[src/rtl/arbiter_out_node.sv]
// Outbound arbiter: merges ic/dc/mem upload flits onto the request and reply channels
// using two independent wormhole FSMs with packet-granular round-robin arbitration.
module arbiter_out_node #(
    parameter int unsigned FlitW = 16
) (
    input  logic             clk_i,
    input  logic             rst_ni,
    input  logic             v_ic_i,
    input  logic [FlitW-1:0] flit_ic_i,
    input  logic [1:0]       ctrl_ic_i,
    input  logic             v_dc_i,
    input  logic [FlitW-1:0] flit_dc_i,
    input  logic [1:0]       ctrl_dc_i,
    input  logic             dc_is_rep_i,
    input  logic             v_mem_i,
    input  logic [FlitW-1:0] flit_mem_i,
    input  logic [1:0]       ctrl_mem_i,
    input  logic             mem_is_rep_i,
    input  logic             out_req_rdy_i,
    input  logic             out_rep_rdy_i,
    output logic             ack_ic_o,
    output logic             ack_dc_o,
    output logic             ack_mem_o,
    output logic             v_req_out_o,
    output logic [FlitW-1:0] flit_req_out_o,
    output logic [1:0]       ctrl_req_out_o,
    output logic             v_rep_out_o,
    output logic [FlitW-1:0] flit_rep_out_o,
    output logic [1:0]       ctrl_rep_out_o
);

    localparam logic [1:0] CtrlHead = 2'b01;
    localparam logic [1:0] CtrlTail = 2'b11;

    typedef enum logic [3:0] {
        ReqIdle  = 4'b0001,
        ReqIcUp  = 4'b0010,
        ReqDcUp  = 4'b0100,
        ReqMemUp = 4'b1000
    } req_state_e;

    typedef enum logic [2:0] {
        RepIdle  = 3'b001,
        RepDcUp  = 3'b010,
        RepMemUp = 3'b100
    } rep_state_e;

    req_state_e req_state_q, req_state_d;
    rep_state_e rep_state_q, rep_state_d;
    // Pointers hold the index of the currently highest-priority source.
    logic [1:0] req_rr_q, req_rr_d;
    logic       rep_rr_q, rep_rr_d;

    // Source views, indexed ic = 0, dc = 1, mem = 2.
    logic [2:0]            src_v;
    logic [2:0][FlitW-1:0] src_flit;
    logic [2:0][1:0]       src_ctrl;

    assign src_v    = {v_mem_i, v_dc_i, v_ic_i};
    assign src_flit = {flit_mem_i, flit_dc_i, flit_ic_i};
    assign src_ctrl = {ctrl_mem_i, ctrl_dc_i, ctrl_ic_i};

    logic [2:0] req_cand;
    logic [1:0] rep_cand;

    assign req_cand[0] = v_ic_i && (ctrl_ic_i == CtrlHead);
    assign req_cand[1] = v_dc_i && (ctrl_dc_i == CtrlHead) && !dc_is_rep_i;
    assign req_cand[2] = v_mem_i && (ctrl_mem_i == CtrlHead) && !mem_is_rep_i;
    assign rep_cand[0] = v_dc_i && (ctrl_dc_i == CtrlHead) && dc_is_rep_i;
    assign rep_cand[1] = v_mem_i && (ctrl_mem_i == CtrlHead) && mem_is_rep_i;

    logic       req_found;
    logic [1:0] req_win;
    logic [2:0] req_idx;

    always_comb begin
        req_found = 1'b0;
        req_win   = 2'd0;
        req_idx   = 3'd0;
        for (int k = 0; k < 3; k++) begin
            req_idx = {1'b0, req_rr_q} + 3'(k);
            if (req_idx >= 3'd3) begin
                req_idx = req_idx - 3'd3;
            end
            if (!req_found && req_cand[req_idx[1:0]]) begin
                req_found = 1'b1;
                req_win   = req_idx[1:0];
            end
        end
    end

    logic rep_found;
    logic rep_win;

    assign rep_found = |rep_cand;
    assign rep_win   = rep_cand[rep_rr_q] ? rep_rr_q : !rep_rr_q;

    logic [1:0] req_sel, rep_sel;
    logic       req_xfer, rep_xfer;

    always_comb begin
        req_state_d = req_state_q;
        req_rr_d    = req_rr_q;
        req_sel     = 2'd0;
        req_xfer    = 1'b0;
        unique case (req_state_q)
            ReqIdle: begin
                if (req_found && out_req_rdy_i) begin
                    req_sel  = req_win;
                    req_xfer = 1'b1;
                    req_rr_d = (req_win == 2'd2) ? 2'd0 : req_win + 2'd1;
                    unique case (req_win)
                        2'd0:    req_state_d = ReqIcUp;
                        2'd1:    req_state_d = ReqDcUp;
                        default: req_state_d = ReqMemUp;
                    endcase
                end
            end
            ReqIcUp, ReqDcUp, ReqMemUp: begin
                req_sel = {req_state_q[3], req_state_q[2]};
                if (src_v[req_sel] && out_req_rdy_i) begin
                    req_xfer = 1'b1;
                    if (src_ctrl[req_sel] == CtrlTail) begin
                        req_state_d = ReqIdle;
                    end
                end
            end
            default: req_state_d = ReqIdle;
        endcase
    end

    always_comb begin
        rep_state_d = rep_state_q;
        rep_rr_d    = rep_rr_q;
        rep_sel     = 2'd1;
        rep_xfer    = 1'b0;
        unique case (rep_state_q)
            RepIdle: begin
                if (rep_found && out_rep_rdy_i) begin
                    rep_sel     = rep_win ? 2'd2 : 2'd1;
                    rep_xfer    = 1'b1;
                    rep_rr_d    = !rep_win;
                    rep_state_d = rep_win ? RepMemUp : RepDcUp;
                end
            end
            RepDcUp, RepMemUp: begin
                rep_sel = rep_state_q[2] ? 2'd2 : 2'd1;
                if (src_v[rep_sel] && out_rep_rdy_i) begin
                    rep_xfer = 1'b1;
                    if (src_ctrl[rep_sel] == CtrlTail) begin
                        rep_state_d = RepIdle;
                    end
                end
            end
            default: rep_state_d = RepIdle;
        endcase
    end

    // Outputs are forced quiet while reset is asserted, whatever the inputs show.
    logic       req_go, rep_go;
    logic [2:0] req_ack, rep_ack;

    assign req_go  = req_xfer && rst_ni;
    assign rep_go  = rep_xfer && rst_ni;
    assign req_ack = req_go ? (3'b001 << req_sel) : 3'b000;
    assign rep_ack = rep_go ? (3'b001 << rep_sel) : 3'b000;

    assign ack_ic_o  = req_ack[0] || rep_ack[0];
    assign ack_dc_o  = req_ack[1] || rep_ack[1];
    assign ack_mem_o = req_ack[2] || rep_ack[2];

    assign v_req_out_o    = req_go;
    assign flit_req_out_o = req_go ? src_flit[req_sel] : '0;
    assign ctrl_req_out_o = req_go ? src_ctrl[req_sel] : 2'b00;
    assign v_rep_out_o    = rep_go;
    assign flit_rep_out_o = rep_go ? src_flit[rep_sel] : '0;
    assign ctrl_rep_out_o = rep_go ? src_ctrl[rep_sel] : 2'b00;

    always_ff @(posedge clk_i) begin
        if (!rst_ni) begin
            req_state_q <= ReqIdle;
            rep_state_q <= RepIdle;
            req_rr_q    <= 2'd0;
            rep_rr_q    <= 1'b0;
        end else begin
            req_state_q <= req_state_d;
            rep_state_q <= rep_state_d;
            req_rr_q    <= req_rr_d;
            rep_rr_q    <= rep_rr_d;
        end
    end

endmodule

[config.mk]
export PLATFORM = sky130hd
export DESIGN_NAME = arbiter_out_node
export DESIGN_NICKNAME = d
export VERILOG_FILES = /design/src/rtl/arbiter_out_node.sv
export SDC_FILE = /design/constraint.sdc
export NUM_CORES = 1
export LEC_CHECK = 0
export ABC_AREA = 1
export BUFFER_PORTS_ARGS = -buffer_cell sky130_fd_sc_hd__buf_2
export CORE_MARGIN = 2
export CORE_UTILIZATION = 30
export CTS_BUF_LIST = sky130_fd_sc_hd__clkbuf_8
export DETAILED_ROUTE_END_ITERATION = 16
export PLACE_DENSITY = 0.61
export SYNTH_ARGS = -nofsm -noshare
export SYNTH_HDL_FRONTEND = slang
export SYNTH_SLANG_ARGS = --single-unit
[constraint.sdc]
create_clock -name clk_i -period 5.3 [get_ports clk_i]
set_clock_uncertainty 0.15 [all_clocks]
set_input_delay 1.06 -clock clk_i [delete_from_list [all_inputs] [get_ports clk_i]]
set_output_delay 1.06 -clock clk_i [all_outputs]
set_load 0.005 [all_outputs]
# --- Yosys cells after proc, flatten, opt, wreduce, memory -nomap -nowiden ---
# Index checks and enable logic that the tools add are counted.
# W data, S select, Z words.
totals:
  reg_bits: 10
  in_bits: 63
  out_inout_bits: 41
  wordCells: 138
classes:
  add_sub_neg: 6
  order_cmp: 11
  n_eq_ne: 20
  n_shift: 2
  mux: 63
  n_reduce_logical: 32
op_table:
  columns: ["operator", "n"]
  rows:
  - ["$bmux W16 S2", 2]
  - ["$mux W16", 4]
  - ["$mux W2", 17]
  - ["$lt A2 B3 Y1 const B", 7]
  - ["$mux W3", 6]
  - ["$bmux W2 S2", 4]
  - ["$pmux W4 S2", 2]
  - ["$logic_and A1 B1 Y1", 15]
  - ["$mux W1", 15]
  - ["$mux W4", 3]
  - ["$ne A2 B2 Y1 const B", 6]
  - ["$bmux W1 S2", 5]
  - ["$eq A2 B1 Y1 const B", 4]
  - ["$pmux W2 S2", 2]
  - ["$eq A2 B2 Y1 const B", 3]
  - ["$ge A3 B2 Y1 const B", 2]
  - ["$logic_not A1 Y1", 6]
  - ["$pmux W3 S2", 1]
  - ["$reduce_and A3 Y1", 2]
  - ["$shl A1 B2 Y3 const A", 2]
  - ["$sub A2 B2 Y2 const B", 3]
  - ["$eq A4 B1 Y1 const B", 1]
  - ["$eq A4 B2 Y1 const B", 1]
  - ["$eq A4 B3 Y1 const B", 1]
  - ["15 further kinds", 20]

# --- Logic depth before layout (Yosys ltp) ---
depth:
  word_depth: 18
  depth_mapped: 18
  ltp_nobuf: 17

# --- Worst setup path before layout ---
# Ideal clock, no wire load.
synth_timing:
  path_kind: "in2out"
  startpoint: "in v_dc_i"
  endpoint: "out ctrl_req_out_o[1]"
  arrival_time_ns: 2.371
  slack_ns: 1.719
  stages: 15
  n_path_buf: 2
  cell_sequence: "nand2_1 -> nor2_2 -> nand3_1 -> nand3_1 -> nand2_4 -> nand3_2 -> nand2_2 -> nor2_4 -> nand3_2 -> buf_6 -> buf_6 -> nand4_1 -> nand2_1 -> nand2_1 -> inv_1"
synth_via:
  elab_chain_cells: 17
  word_cells_on_any_way: 31
  classes_between: "mux (22); reduce/logical (9)"
synth_lines:
  columns: ["element", "line_no", "text"]
  rows:
  - ["from (decl)", "11", "input logic v_dc_i,"]
  - ["$logic_and A1 B1 Y1 (2 in a row)", "67", "assign req_cand[1] = v_dc_i && (ctrl_dc_i == CtrlHead) && !dc_is_rep_i;"]
  - ["$bmux W1 S2", "85", "if (!req_found && req_cand[req_idx[1:0]]) begin"]
  - ["$mux W1 (not written as such)", "85", null]
  - ["$mux W1", "85", null]
  - ["$logic_not A1 Y1", "85", null]
  - ["$logic_and A1 B1 Y1", "85", null]
  - ["$mux W1", "85", null]
  - ["$logic_not A1 Y1", "85", null]
  - ["$logic_and A1 B1 Y1", "85", null]
  - ["$mux W1", "85", null]
  - ["$logic_and A1 B1 Y1", "108", "if (req_found && out_req_rdy_i) begin"]
  - ["$mux W2", "108", null]
  - ["$pmux W2 S2", "106", "unique case (req_state_q)"]
  - ["$bmux W2 S2", "174", "assign ctrl_req_out_o = req_go ? src_ctrl[req_sel] : 2'b00;"]
  - ["$mux W2 (not written as such)", "174", null]
  - ["$mux W2 (*)", "174", null]
  - ["to (decl)", "26", "output logic [1:0] ctrl_req_out_o,"]
# Every way passes the cells marked *; elsewhere a longest branch is shown, timed or not. The select of a mux whose other input is x is not followed.

# --- Final worst setup path ---
layout_timing:
  startpoint: "in ctrl_dc_i[0]"
  endpoint: "out flit_rep_out_o[9]"
layout_via:
  elab_chain_cells: 12
  word_cells_on_any_way: 17
  classes_between: "eq/ne (1); mux (11); reduce/logical (5)"
layout_lines:
  columns: ["element", "line_no", "text"]
  rows:
  - ["from (decl)", "13", "input logic [1:0] ctrl_dc_i,"]
  - ["$eq A2 B1 Y1 (*)", "69", "assign rep_cand[0] = v_dc_i && (ctrl_dc_i == CtrlHead) && dc_is_rep_i;"]
  - ["$logic_and A1 B1 Y1 (*) (2 in a row)", "69", null]
  - ["$mux W1 (not written as such) (2 in a row)", "96", "assign rep_win = rep_cand[rep_rr_q] ? rep_rr_q : !rep_rr_q;"]
  - ["$mux W1", "96", null]
  - ["$mux W2", "140", "rep_sel = rep_win ? 2'd2 : 2'd1;"]
  - ["$mux W2", "139", "if (rep_found && out_rep_rdy_i) begin"]
  - ["$pmux W2 S2", "137", "unique case (rep_state_q)"]
  - ["$bmux W16 S2", "176", "assign flit_rep_out_o = rep_go ? src_flit[rep_sel] : '0;"]
  - ["$mux W16 (not written as such)", "176", null]
  - ["$mux W16 (*)", "176", null]
  - ["to (decl)", "28", "output logic [FlitW-1:0] flit_rep_out_o,"]
# Marked as above.

==> impl_metrics.ini <==
[die]
row_count = 29
start_util_pct = 31.1
ios = 104
die_area_sq_um = 7280
core_sq_um = 6390
fp.dieH_um = 85.3
die_x_um = 85.3

[grt]
grt_max_degree = 39
grt.overflow.total = 0
antenna_found_initial = 0
grt_pass1_vias = 2494
grt_use_total_pct = 18.1
grt_pass1_wl_um = 11100

[worst_setup_path]
setup.worst_path.start_class = input port
end_kind = output pin
critPathKind = input port to output pin
r2r-start = req_rr_q[1]
critical_path_peak_fanout = 14
worst_r2r_endpoint = req_state_q[2]
arrival_ps = 3290
rr_worst_depth = 12
rrSetupSlack_ps = 3060
critPathRequiredTime_ps = 4090

[clock_tree]
postCtsHoldBufs = 0
cts_tree = built
post_cts_resize_count = 0
insertion_delay_ps = 230
cts_buffers = 3
postCtsSetupBuffers = 0
clock_sinks = 10
cts-root-buf = clkbuf_8
htreeDepth = 1
cts_buffer_depth = 2
path_clk_slew_ps = 50

[power_and_ir_drop]
p_clk_share_pct = 10.2
swShare_pct = 54.9
powerDensity_nw_per_um2 = 303
peakVddDrop_mv = 0.252
p_comb_share_pct = 76.7
power.leakage_nw = 1.76
power.total_mw = 0.772
p_int_mw = 0.348
seqPwrFrac_pct = 13.1
p_switching_mw = 0.424

[sta]
worst_slew_pin_slew_ps = 687
finalSetupTns_ps = 0
maxSlewHeadroom_pct = 54.1
timing.final.hold_violations = 0
clock.fmax_mhz = 222
setup_viol = 0
rsz0062_at_grt = no
min_period_ps = 4500
slew_viol_final = 0
finalCritPeriodShare_pct = 84.9

[routing]
first_iter_violations = 166
vias = 2663
viasPerCell = 4.82
drc_errors = 0
wl_um = 6680
drt_pass1_iterations = 4
wire_per_inst_um = 12.1
antenna_left = 0

[placement]
dp_hpwl_um = 5110
dpl-instance-area_sq_um = 2510
numPortBuffers = 103
placedCellCount = 550
gp_congestion = 0.923

[layout]
ff_latch_area_sq_um = 200
drive_gt1_share_pct = 28.2
layout.cells.non_filler = 553
fin_area_sq_um = 2550
nNetsFinal = 543
syn2layout_area_growth_pct = 28.6
nFillCells = 746
multi_input_area_sq_um = 1330
antenna_cells = 0

[synth]
ys_top_cells_by_area = nand2_1, inv_1, dfxtp_1
avgSynthCellArea_sq_um = 5.18
ys_ff_latch = 10
synth.distinct_cells = 33
synthFlopType = dfxtp_1
synth_warnings = 0
synthArstFlopShare_pct = 0
ys_seq_area_share_pct = 10.1
synth_top_area_share_pct = 24.6
yosys-top-cells-count = nand2_1, inv_1, nand3_1
synth.net_count = 448
synth_edf_count = 0
synthesis.area_sq_um = 1980
synth_cells = 383
yosys.area.top_type = nand2_1
synth.most_common_cell = nand2_1

[hold_path]
min_to = rep_state_q[1]
hold_path_startpoint = rep_state_q[1]
holdPathStages = 2
hold_class = flop to flop

[flow_run]
maxCapViolations = 0

[outcome]
status = finished clean
## final cells by class
class / instances / area share, %
Clock buffer: 3 / 1.62
Inverter: 90 / 13.2
Multi-Input combinational cell: 266 / 52.1
Sequential cell: 10 / 7.85
Tap cell: 77 / 3.78
Timing Repair Buffer: 107 / 21.4
## cells in the final DEF, fill, tap and decap left out, types with 2 or more instances in the layout
cell type  netlist  final
nand2_1        130    130
buf_2            3    103
inv_1           84     84
nand3_1         36     36
nand4_1         21     21
nor2_1          13     13
o22ai_1         13     13
a21oi_1         12     12
dfxtp_1         10     10
o21ai_0          9      9
inv_2            5      5
nand3_2          5      5
nor2_2           4      4
nor3_1           4      4
buf_4            5      4
clkbuf_8         0      3
a21oi_4          2      2
o21ai_1          2      2
nand2_2          2      2
ha_1             2      2
## how the worst max path moves through the flow
stage,from,slack (ps),endpoint,cells after the start
floorplan,v_dc_i,1720,ctrl_req_out_o[1],15
global placement,ctrl_dc_i[0],810,flit_rep_out_o[0],12
detailed placement,v_dc_i,800,flit_rep_out_o[10],12
CTS,v_dc_i,790,flit_rep_out_o[0],12
global route,v_dc_i,390,flit_rep_out_o[0],12
finish,ctrl_dc_i[0],800,flit_rep_out_o[9],12
## stage by stage
step	setup slack, ps	hold WS, ps	utilization, %
2_1_floorplan	1720	303	-
3_3_place_gp	811	320	39.3
3_5_place_dp	798	328	39.3
4_1_cts	789	334	39.9
5_1_grt	390	365	39.9
6_report	800	334	39.9
## state kept, by name, indices dropped and copies added (netlist names)
name and count:
rep_rr_q 1, rep_state_q 3, req_rr_q 2, req_state_q 4
## logic make-up after synthesis
group / count (synthesis) / share of synthesized area (%)
AO/OA/AOI/OAI: 46 / 15.5
AND/OR/NAND/NOR: 218 / 50.2
flip-flops: 10 / 10.1
buffers and inverters: 107 / 22.9
adder cells (fa/ha/maj): 2 / 1.26
## metal layers
metal	global-route usage [%]	wire length, um	vias up
li1	-	-	1389
met1	22.8	3050	1186
met2	33.4	3230	82
met3	1.17	328	6
met4	4.18	65	0
met5	0	0	-
## power groups by stage
stage	sequential, mW	clock (mW)	combinational (mW)
after floorplan	0.0990	0	0.458
after global placement	0.102	0	0.588
after detailed placement	0.102	0	0.594
after CTS	0.101	0.0810	0.597
after global routing	0.104	0.0834	0.682
final	0.101	0.0790	0.592
## critical path: stages
cell and delay [ps]:
buf_2 110, nand2_1 60, nor2_2 140, nand2_1 110, nand2_1 60, o21ai_0 70, inv_1 80, nor2_1 70
nor2_1 500, nand2_1 540, o22ai_1 320, buf_2 150
(Power assumes the default switching activity.)
